==> src/rtl/clint_pkg.sv <==
// -----------------------------------------------------------------------------
// clint_pkg
// Shared definitions for the multi-hart core-local interruptor (clint_mh):
// the standard CLINT register offsets, the mtimecmp reset value, the 64-bit
// time type and the address-decode selector used by the top level.
// -----------------------------------------------------------------------------
package clint_pkg;

    typedef logic [63:0] mtime_t;

    // Byte offsets of the register groups
    localparam logic [15:0] MSIP_BASE     = 16'h0000;
    localparam logic [15:0] MTIMECMP_BASE = 16'h4000;
    localparam logic [15:0] MTIME_LO      = 16'hBFF8;
    localparam logic [15:0] MTIME_HI      = 16'hBFFC;

    // mtimecmp resets to the largest value so no timer irq fires out of reset
    localparam mtime_t MTIMECMP_RST = 64'hFFFF_FFFF_FFFF_FFFF;

    // Which register a bus address selects
    typedef enum logic [2:0] {
        SEL_NONE,
        SEL_MSIP,
        SEL_CMP_LO,
        SEL_CMP_HI,
        SEL_MTIME_LO,
        SEL_MTIME_HI
    } sel_e;

endpackage

==> src/rtl/clint_timebase.sv <==
// -----------------------------------------------------------------------------
// clint_timebase
// Prescaler plus the shared 64-bit mtime counter.
//   i_clk, i_rst     : clock, synchronous active-high reset
//   i_we_lo, i_we_hi : bus write strobes for the mtime low/high word
//   i_wdata          : bus write data
//   o_tick           : prescaler terminal count (mtime increments this cycle)
//   o_mtime          : current mtime
//   o_mtime_next     : value mtime takes at the next clock edge
// A bus write to one half wins over a same-cycle tick; the other half is held
// and no increment happens in that cycle.
// -----------------------------------------------------------------------------
module clint_timebase
    import clint_pkg::*;
#(
    parameter int TICK_DIV = 1
) (
    input  logic        i_clk,
    input  logic        i_rst,
    input  logic        i_we_lo,
    input  logic        i_we_hi,
    input  logic [31:0] i_wdata,
    output logic        o_tick,
    output mtime_t      o_mtime,
    output mtime_t      o_mtime_next
);

    localparam int CNT_W = (TICK_DIV > 1) ? $clog2(TICK_DIV) : 1;

    logic [CNT_W-1:0] r_prescale;
    mtime_t           r_mtime;
    mtime_t           w_mtime_next;
    logic             w_tick;

    // With TICK_DIV == 1 the counter is stuck at 0 and this is always true.
    assign w_tick = (r_prescale == CNT_W'(TICK_DIV - 1));

    // NOTE: every signal written here gets a default first, so no path leaves
    // it unassigned and no latch is inferred.
    always_comb begin
        w_mtime_next = r_mtime;
        if (i_we_lo) begin
            w_mtime_next[31:0] = i_wdata;
        end else if (i_we_hi) begin
            w_mtime_next[63:32] = i_wdata;
        end else if (w_tick) begin
            w_mtime_next = r_mtime + 64'd1;
        end
    end

    // NOTE: state registers use non-blocking assignments so every flop samples
    // the pre-edge values, independent of statement order.
    always_ff @(posedge i_clk) begin
        if (i_rst) begin
            r_prescale <= '0;
            r_mtime    <= '0;
        end else begin
            r_prescale <= w_tick ? '0 : r_prescale + 1'b1;
            r_mtime    <= w_mtime_next;
        end
    end

    assign o_tick       = w_tick;
    assign o_mtime      = r_mtime;
    assign o_mtime_next = w_mtime_next;

endmodule

==> src/rtl/clint_mh.sv <==
// -----------------------------------------------------------------------------
// clint_mh
// Multi-hart core-local interruptor: one shared mtime, per-hart msip and
// mtimecmp, reachable through a 32-bit register port with a one-cycle response.
//   clk_i, rst_i  : clock, synchronous active-high reset
//   req_i, we_i   : access request (always accepted), 1 = write
//   addr_i        : byte address (bits [1:0] ignored), wdata_i: write data
//   rvalid_o      : response strobe one cycle after every request
//   rdata_o       : read data (0 for writes and unmapped accesses)
//   err_o         : unmapped access, valid with rvalid_o
//   mtime_o       : current mtime
//   timer_irq_o   : per hart, mtime >= mtimecmp[h]
//   soft_irq_o    : per hart, msip[h]
// -----------------------------------------------------------------------------
module clint_mh
    import clint_pkg::*;
#(
    parameter int NUM_HARTS = 2,
    parameter int TICK_DIV  = 1,
    parameter int ADDR_W    = 16
) (
    input  logic                 clk_i,
    input  logic                 rst_i,
    input  logic                 req_i,
    input  logic                 we_i,
    input  logic [ADDR_W-1:0]    addr_i,
    input  logic [31:0]          wdata_i,
    output logic                 rvalid_o,
    output logic [31:0]          rdata_o,
    output logic                 err_o,
    output logic [63:0]          mtime_o,
    output logic [NUM_HARTS-1:0] timer_irq_o,
    output logic [NUM_HARTS-1:0] soft_irq_o
);

    localparam int HART_W = (NUM_HARTS > 1) ? $clog2(NUM_HARTS) : 1;

    // Per-hart state
    logic [NUM_HARTS-1:0] r_msip;
    mtime_t               r_mtimecmp [NUM_HARTS];
    logic [NUM_HARTS-1:0] r_timer_irq;

    // Response register
    logic        r_rvalid;
    logic [31:0] r_rdata;
    logic        r_err;

    // Decode and next-state
    logic [ADDR_W-1:0]    w_word;
    sel_e                 w_sel;
    logic [HART_W-1:0]    w_hart;
    logic                 w_wr;
    logic                 w_rd;
    logic [31:0]          w_rdata;
    logic [NUM_HARTS-1:0] w_msip_next;
    mtime_t               w_cmp_next [NUM_HARTS];
    logic [NUM_HARTS-1:0] w_timer_irq_next;
    mtime_t               w_mtime;
    mtime_t               w_mtime_next;
    logic                 w_tick;
    logic                 w_unused;

    assign w_wr   = req_i & we_i;
    assign w_rd   = req_i & ~we_i;
    assign w_word = {addr_i[ADDR_W-1:2], 2'b00};

    // Address decode: an explicit match per hart, so hart indices beyond
    // NUM_HARTS and every other offset fall through to SEL_NONE.
    always_comb begin
        w_sel  = SEL_NONE;
        w_hart = '0;
        for (int h = 0; h < NUM_HARTS; h++) begin
            if (w_word == ADDR_W'(MSIP_BASE) + ADDR_W'(4 * h)) begin
                w_sel  = SEL_MSIP;
                w_hart = HART_W'(h);
            end
            if (w_word == ADDR_W'(MTIMECMP_BASE) + ADDR_W'(8 * h)) begin
                w_sel  = SEL_CMP_LO;
                w_hart = HART_W'(h);
            end
            if (w_word == ADDR_W'(MTIMECMP_BASE) + ADDR_W'(8 * h + 4)) begin
                w_sel  = SEL_CMP_HI;
                w_hart = HART_W'(h);
            end
        end
        if (w_word == ADDR_W'(MTIME_LO)) begin
            w_sel = SEL_MTIME_LO;
        end
        if (w_word == ADDR_W'(MTIME_HI)) begin
            w_sel = SEL_MTIME_HI;
        end
    end

    clint_timebase #(
        .TICK_DIV (TICK_DIV)
    ) u_timebase (
        .i_clk        (clk_i),
        .i_rst        (rst_i),
        .i_we_lo      (w_wr && (w_sel == SEL_MTIME_LO)),
        .i_we_hi      (w_wr && (w_sel == SEL_MTIME_HI)),
        .i_wdata      (wdata_i),
        .o_tick       (w_tick),
        .o_mtime      (w_mtime),
        .o_mtime_next (w_mtime_next)
    );

    // Per-hart next values and the irq compare against the post-update state,
    // so timer_irq_o rises in the same cycle mtime_o first reaches mtimecmp.
    always_comb begin
        for (int h = 0; h < NUM_HARTS; h++) begin
            w_msip_next[h] = r_msip[h];
            w_cmp_next[h]  = r_mtimecmp[h];
            if (w_wr && (w_hart == HART_W'(h))) begin
                case (w_sel)
                    SEL_MSIP:   w_msip_next[h]       = wdata_i[0];
                    SEL_CMP_LO: w_cmp_next[h][31:0]  = wdata_i;
                    SEL_CMP_HI: w_cmp_next[h][63:32] = wdata_i;
                    default:    ;
                endcase
            end
            w_timer_irq_next[h] = (w_mtime_next >= w_cmp_next[h]);
        end
    end

    // Read mux returns pre-update values.
    always_comb begin
        w_rdata = '0;
        if (w_rd) begin
            case (w_sel)
                SEL_MSIP:     w_rdata = {31'd0, r_msip[w_hart]};
                SEL_CMP_LO:   w_rdata = r_mtimecmp[w_hart][31:0];
                SEL_CMP_HI:   w_rdata = r_mtimecmp[w_hart][63:32];
                SEL_MTIME_LO: w_rdata = w_mtime[31:0];
                SEL_MTIME_HI: w_rdata = w_mtime[63:32];
                default:      w_rdata = '0;
            endcase
        end
    end

    // NOTE: the small per-hart register arrays are reset explicitly because
    // their reset values are architecturally visible (mtimecmp = all ones).
    always_ff @(posedge clk_i) begin
        if (rst_i) begin
            r_msip      <= '0;
            r_timer_irq <= '0;
            for (int h = 0; h < NUM_HARTS; h++) begin
                r_mtimecmp[h] <= MTIMECMP_RST;
            end
            r_rvalid    <= 1'b0;
            r_rdata     <= '0;
            r_err       <= 1'b0;
        end else begin
            r_msip      <= w_msip_next;
            r_timer_irq <= w_timer_irq_next;
            for (int h = 0; h < NUM_HARTS; h++) begin
                r_mtimecmp[h] <= w_cmp_next[h];
            end
            r_rvalid    <= req_i;
            r_rdata     <= w_rdata;
            r_err       <= req_i && (w_sel == SEL_NONE);
        end
    end

    assign rvalid_o    = r_rvalid;
    assign rdata_o     = r_rdata;
    assign err_o       = r_err;
    assign mtime_o     = w_mtime;
    assign timer_irq_o = r_timer_irq;
    assign soft_irq_o  = r_msip;

    // Byte-lane bits and the tick strobe are intentionally unused here.
    assign w_unused = ^{addr_i[1:0], w_tick};

endmodule

==> config.mk <==
export PLATFORM = sky130hd
export DESIGN_NAME = clint_mh
export DESIGN_NICKNAME = d
export VERILOG_FILES = /design/src/rtl/clint_pkg.sv /design/src/rtl/clint_timebase.sv /design/src/rtl/clint_mh.sv
export SDC_FILE = /design/constraint.sdc
export NUM_CORES = 1
export LEC_CHECK = 0
export BUFFER_PORTS_ARGS = -buffer_cell sky130_fd_sc_hd__buf_4
export CAP_MARGIN = 15
export CORE_MARGIN = 10
export CORE_UTILIZATION = 65
export DETAILED_ROUTE_END_ITERATION = 12
export PLACE_DENSITY = 0.87
export SETUP_SLACK_MARGIN = 0.2
export SLEW_MARGIN = 20
export SYNTH_ARGS = -nofsm -noshare
export SYNTH_HDL_FRONTEND = slang
export SYNTH_SLANG_ARGS = --single-unit
==> constraint.sdc <==
create_clock -name clk_i -period 10 [get_ports clk_i]
set_clock_uncertainty 0.15 [all_clocks]
set_input_delay 0.5 -clock clk_i [delete_from_list [all_inputs] [get_ports clk_i]]
set_output_delay 0.5 -clock clk_i [all_outputs]
set_load 0.05 [all_outputs]
==> results.sh, run 1 <==
export IMPL_status="finished, final reports clean"
export IMPL_place_gp_congestion=1.041
export IMPL_wl_per_cell_um=24.99
export IMPL_power_density_nw_per_um2=119.3
export IMPL_antenna_found_initial=0
export IMPL_root_buffer="clkbuf_16"
export IMPL_synth_area_top_cells="dfxtp_1 32%, mux2i_1 14%, ha_1 11%"
export IMPL_maxUsedRoutingLayer="met4"
export IMPL_netlist_area_um2=14500
export IMPL_ir_drop_v=0.0001229
export IMPL_vias=14262
export IMPL_grt_first_pass_wirelength_um=78040
export IMPL_ys_seq_area_share_pct=31.90
export IMPL_hpwl_um=35430
export IMPL_ios=154
export IMPL_synth_area_per_cell_um2=8.830
export IMPL_start_kind="input port"
export IMPL_rsz0062_at_grt="no"
export IMPL_routed_via_density=6.971
export IMPL_cts_setup_buffers=0
export IMPL_num_nets_final=1928
export IMPL_dieArea_um2=28680
export IMPL_layout_min_cycle_time_ns=6.089
export IMPL_die_y_um=169.4
export IMPL_setup_ws_ns=3.911
export IMPL_ys_warn_count=0
export IMPL_drive_above_1_share_pct=13.36
export IMPL_r2r_slack_ns=4.03
export IMPL_grt_usage_pct=33.71
export IMPL_grt_pass1_vias=13910
export IMPL_ys_types=66
export IMPL_cts_sinks=231
export IMPL_path_clk_slew_ns=0.06
export IMPL_syn_inst=1642
export IMPL_core_area_um2=21890
export IMPL_required_ns=10.24
export IMPL_drt_iter0_markers=1655
export IMPL_numPlacedInstances=1999
export IMPL_worst_pin_slew_ns=1.082
export IMPL_wl_um=51140
export IMPL_synth_area_leader_cell="dfxtp_1"
export IMPL_grt_max_degree=104
export IMPL_cp_data_arrival_time_ns=6.33
export IMPL_power_leakage_uw=0.007203
export IMPL_drtPass1Iterations=6
export IMPL_cts_buffers=26
export IMPL_ctsHoldBuffers=0
export IMPL_slew_violations=0
export IMPL_synth_top_cell_area_share_pct=31.90
export IMPL_wl_met2_um=23170
export IMPL_critPathMaxFanout=45
export IMPL_h_tree_depth=1
export IMPL_cts_buffer_depth=3
export IMPL_rows=54
export IMPL_drt_met1_wl_um=19480
export IMPL_dpl_worst_slack_ns=3.722
export IMPL_maxCapViolCount=0
export IMPL_worstSetupPathType="input port to flip-flop"
export IMPL_cts_resized=0
export IMPL_whs_ns=0.1191
export IMPL_synth_ff_type="dfxtp_1"
export IMPL_fillers=1610
export IMPL_insertion_delay_ns=0.54
export IMPL_start_util_pct=66.23
export IMPL_finalCritPeriodShare_pct=60.89
export IMPL_ys_seq_elements=231
export IMPL_tns_ns=0
export IMPL_antenna_left=0
export IMPL_crit_path_end_kind="flip-flop"
export IMPL_clock_fmax_mhz=164.2
export IMPL_min_path_type="input port to flip-flop"
export IMPL_io_buffers=151
export IMPL_async_flop_share_pct=0
export IMPL_synth_nets=1823
export IMPL_grt_ovfl_total=0
export IMPL_syn_to_final_growth_pct=14.64
export IMPL_synth_edff_count=0
export IMPL_relSlewSlack_pct=27.84
export IMPL_drc=0
export IMPL_setup_viol=0
export IMPL_cts_tree="built"
export IMPL_die_x_um=169.4
export IMPL_diodes=0
export IMPL_final_hold_viol_count=0
export IMPL_dr_wl_met3_um=5559
export IMPL_stdcell_count=2046
==> power by group <==
| group | leakage, µW | switching (µW) | internal [µW] |
|---|---|---|---|
| clock | 0.000415 | 394 | 584 |
| sequential | 0.00187 | 2.60 | 922 |
| combinational | 0.00492 | 48.9 | 32.0 |
| total | 0.00720 | 445 | 1540 |
==> cell usage after synthesis (9+ instances only) <==
cell       number
a31oi_1        19
a21oi_1        98
nand2_1       114
ha_1          129
and4_1         15
xor2_1         13
nand3_1        50
nor4_1         20
buf_4          13
nand4_1        44
o21a_1         46
dfxtp_1       231
o21ai_0        38
mux2i_1       205
o22ai_1        34
clkbuf_1       67
and3_1         26
or4_1           9
nor3_1         32
buf_2           9
and2_1         17
a2111oi_0      12
nand2b_1      134
nor2b_1        13
nor2_1         97
a211oi_1       40
==> kinds of logic (layout without fill, tap and decap cells) <==
family / after synthesis / in the layout / synth area share [%]
multiplexers: 209 / 209 / 14.46
buffers and inverters: 102 / 226 / 3.158
AO/OA/AOI/OAI: 353 / 353 / 16.10
adder cells (fa/ha/maj): 129 / 129 / 11.13
flip-flops: 231 / 231 / 31.90
XOR/XNOR: 15 / 15 / 0.9061
other: 1 / 1 / 0.02586
AND/OR/NAND/NOR: 602 / 602 / 22.32
==> critical path, stage by stage <==
cell and delay, ns:
buf_4 0.69, nor3b_1 0.40, o2111a_2 0.22, buf_4 0.56, nand2_1 0.33, nor2_4 0.65, buf_4 0.43, mux2i_1 0.30
ha_1 0.29, a21oi_1 0.14, o21ai_0 0.13, a221oi_1 0.55, nor4_1 0.10, nor4_1 0.79, o21ai_0 0.20
==> state kept, by name, indices dropped and copies added, names as in the netlist <==
signal,cells
err_o,1
r_mtimecmp,128
rdata_o,32
rvalid_o,1
soft_irq_o,2
timer_irq_o,2
u_timebase.o_mtime,64
u_timebase.r_prescale,1
==> per-layer routing <==
metal	vias up	global-route usage, %
li1	6339	-
met1	6748	41.25
met2	960	53.93
met3	215	7.596
met4	0	18.65
met5	-	0
==> final cells by class <==
type	instances	area (µm²)	area share, %
multi-input combinational	1309	9479	57.03
sequential	231	4624	27.82
timing repair buffer	171	1284	7.723
clock buffer	44	789.5	4.750
tap	280	350.3	2.108
clock inverter	3	65.06	0.3914
inverter	8	30.03	0.1807
==> worst paths after layout <==
| path | depth (start not counted) | startpoint | endpoint |
|---|---|---|---|
| worst max-delay path | 15 | addr_i[2] | timer_irq_o[1] |
| worst min-delay path | 2 | req_i | rvalid_o |
| worst max register to register | 13 | u_timebase.o_mtime[23] | timer_irq_o[0] |
| worst min register to register | 2 | r_mtimecmp[0][60] | r_mtimecmp[0][60] |
==> stage by stage <==
stage	util [%]	total power [µW]	instance area, µm²
2_1_floorplan	-	980.8	14500
4_1_cts	75.93	1981	16620
3_3_place_gp	71.99	1021	15760
3_5_place_dp	72.03	1023	15770
6_report	75.93	1983	16620
5_1_grt	75.93	2021	16620
==> cells in the final DEF, fill, tap and decap left out, types with 13 or more instances in the layout <==
master	instances
nor3_1	31
o21ai_0	38
nor2_1	95
nand2b_1	134
nor4_1	20
mux2i_1	205
nand3_1	49
a21oi_1	98
and4_1	15
nor2b_1	13
and3_1	26
a211oi_1	40
o21a_1	46
o22ai_1	34
nand4_1	44
and2_1	17
xor2_1	13
nand2_1	114
buf_4	171
ha_1	129
a31oi_1	19
clkbuf_16	27
dfxtp_1	231
Note: power is estimated with default switching activity, not from simulation.
==> inputs of run 2 (changes only) <==
--- a/config.mk
+++ b/config.mk
@@ -8,9 +8,9 @@
 export BUFFER_PORTS_ARGS = -buffer_cell sky130_fd_sc_hd__buf_4
 export CAP_MARGIN = 15
 export CORE_MARGIN = 10
-export CORE_UTILIZATION = 65
+export CORE_UTILIZATION = 60
 export DETAILED_ROUTE_END_ITERATION = 12
-export PLACE_DENSITY = 0.87
+export PLACE_DENSITY = 0.81
 export SETUP_SLACK_MARGIN = 0.2
 export SLEW_MARGIN = 20
 export SYNTH_ARGS = -nofsm -noshare
==> constraint.sdc (replaced) <==
create_clock -name clk_i -period 5.9 [get_ports clk_i]
set_clock_uncertainty 0.15 [all_clocks]
set_input_delay 0.295 -clock clk_i [delete_from_list [all_inputs] [get_ports clk_i]]
set_output_delay 0.295 -clock clk_i [all_outputs]
set_load 0.05 [all_outputs]
==> results.sh, run 2 (synthesis results as in run 1) <==
export IMPL_antenna_left=0
export IMPL_final_hold_viol_count=0
export IMPL_cts_buffers=26
export IMPL_maxCapViolCount=0
export IMPL_design_area_um2=17190
export IMPL_worst_path_buf_inv=0
export IMPL_critPathMaxFanout=11
export IMPL_insertion_delay_ns=0.54
export IMPL_drive_above_1_share_pct=14.28
export IMPL_rows=56
export IMPL_power_density_nw_per_um2=195.9
export IMPL_dieArea_um2=30780
export IMPL_cp_data_arrival_time_ns=5.62
export IMPL_root_buffer="clkbuf_16"
export IMPL_slew_violations=0
export IMPL_diodes=0
export IMPL_clock_fmax_mhz=188.0
export IMPL_grt_usage_pct=32.41
export IMPL_grt_pass1_vias=13952
export IMPL_ir_drop_v=0.0002497
export IMPL_place_gp_congestion=0.9954
export IMPL_crit_slowest_cell="nor4_4"
export IMPL_h_tree_depth=1
export IMPL_p_int_uw=2592
export IMPL_start_kind="flip-flop"
export IMPL_power_leakage_uw=0.007443
export IMPL_comb_power_share_pct=4.6
export IMPL_cts_tree="built"
export IMPL_core_area_um2=23610
export IMPL_finalCritPeriodShare_pct=90.16
export IMPL_clock_power_share_pct=48.8
export IMPL_mostFrequentLayoutCell="dfxtp_1"
export IMPL_stdcell_count=2140
export IMPL_grt_max_degree=99
export IMPL_pwr_share_seq_pct=46.5
export IMPL_layout_common_cells="231 x dfxtp_1, 205 x mux2i_1, 190 x buf_4"
export IMPL_cts_sinks=231
export IMPL_vias=14220
export IMPL_min_path_type="input port to flip-flop"
export IMPL_ios=154
export IMPL_relSlewSlack_pct=35.36
export IMPL_largest_register_ffs=128
export IMPL_io_buffers=151
export IMPL_place_area_um2=16000
export IMPL_setup_viol=0
export IMPL_wl_per_cell_um=24.27
export IMPL_crit_path_end_kind="flip-flop"
export IMPL_num_nets_final=1983
export IMPL_antenna_found_initial=0
export IMPL_die_x_um=175.5
export IMPL_crit_path_frequent_cell="a31oi_1"
export IMPL_numPlacedInstances=2059
export IMPL_start_util_pct=61.40
export IMPL_worstSetupPathType="flip-flop to flip-flop"
export IMPL_max_stage_delay_ns=0.63
export IMPL_top_register="r_mtimecmp"
export IMPL_whs_ns=0.1398
export IMPL_hpwl_um=37380
export IMPL_wl_um=51950
export IMPL_die_y_um=175.5
export IMPL_drtPass1Iterations=6
export IMPL_worst_pin_slew_ns=0.9673
export IMPL_grt_first_pass_wirelength_um=80050
export IMPL_p_sw_uw=775.3
export IMPL_critPathTopFamily="simple AND/OR/NAND/NOR gates"
export IMPL_fillers=1789
export IMPL_tns_ns=0
export IMPL_layout_min_cycle_time_ns=5.319
export IMPL_required_ns=6.20
export IMPL_worstPathCellList="nand3_1 -> nor4_4 -> nand2_1 -> nor3_2 -> a311oi_1 -> a211oi_1 -> ha_1 -> nand4_1 -> nor3_1 -> o2111ai_1 -> a31oi_1 -> a31oi_1 -> a21oi_1"
export IMPL_rsz0062_at_grt="no"
export IMPL_status="finished, final reports clean"
export IMPL_drc=0
export IMPL_grt_ovfl_total=0
export IMPL_path_clk_slew_ns=0.06
export IMPL_cts_buffer_depth=3
export IMPL_syn_to_final_growth_pct=18.54
export IMPL_drt_iter0_markers=1785
export IMPL_routed_via_density=6.645
export IMPL_fin_util_pct=72.79
export IMPL_swShare_pct=23.02
[run 2: changes by cell type in the layout (fill, tap and decap cells not counted), moves of 2 or more]
cell / change
buf_12: +2
buf_4: +19
clkbuf_1: -4
clkbuf_8: -2
clkinv_2: +5
dlygate4sd3_1: +34
[run 2: through the flow]
step | power, µW | setup slack [ns]
3_5_place_dp | 1734 | 0.6965
5_1_grt | 3430 | 0.5230
3_3_place_gp | 1733 | 0.7763
6_report | 3367 | 0.5807
2_1_floorplan | 1662 | 1.814
4_1_cts | 3365 | 0.9395
[run 2: path summary, 6_finish.rpt]
path / from / end / slack [ns] / depth (start not counted)
max: u_timebase.o_mtime[14] / timer_irq_o[0] / 0.58 / 13
min: rst_i / u_timebase.o_mtime[55] / 0.14 / 2
max reg2reg: u_timebase.o_mtime[14] / timer_irq_o[0] / 0.58 / 13
min reg2reg: r_mtimecmp[0][4] / r_mtimecmp[0][4] / 0.36 / 2
[run 2: timing repair]
| action | 4_1_cts | 5_1_grt |
|---|---|---|
| hold endpoints to repair | 148 | 0 |
| gates resized for setup | 0 | 0 |
| hold buffers | 34 | 0 |
| setup buffers | 0 | 0 |
[run 2: power groups by stage]
stage | sequential, µW | combinational [µW] | clock (µW)
4_1_cts | 1570 | 153 | 1650
5_1_grt | 1570 | 163 | 1700
3_3_place_gp | 1600 | 132 | 0
6_report | 1570 | 156 | 1640
3_5_place_dp | 1600 | 133 | 0
2_1_floorplan | 1610 | 56.0 | 0
[run 2: area by class of cell]
cell class / count / area [µm²] / share of cell area [%]
clock buffer: 38 / 747.0 / 4.346
clock inverter: 9 / 97.59 / 0.5679
inverter: 8 / 30.03 / 0.1747
multi-input combinational: 1309 / 9482 / 55.17
sequential: 231 / 4624 / 26.91
tap: 319 / 399.1 / 2.322
timing repair buffer: 226 / 1807 / 10.51
[run 2: layer usage]
layer | wire [µm] | share of wire, % | GRT usage, %
met1 | 20800 | 40 | 40.33
met2 | 23610 | 45 | 52.58
met3 | 4880 | 9.4 | 6.434
met4 | 2659 | 5.1 | 15.97
met5 | 0 | 0 | 0
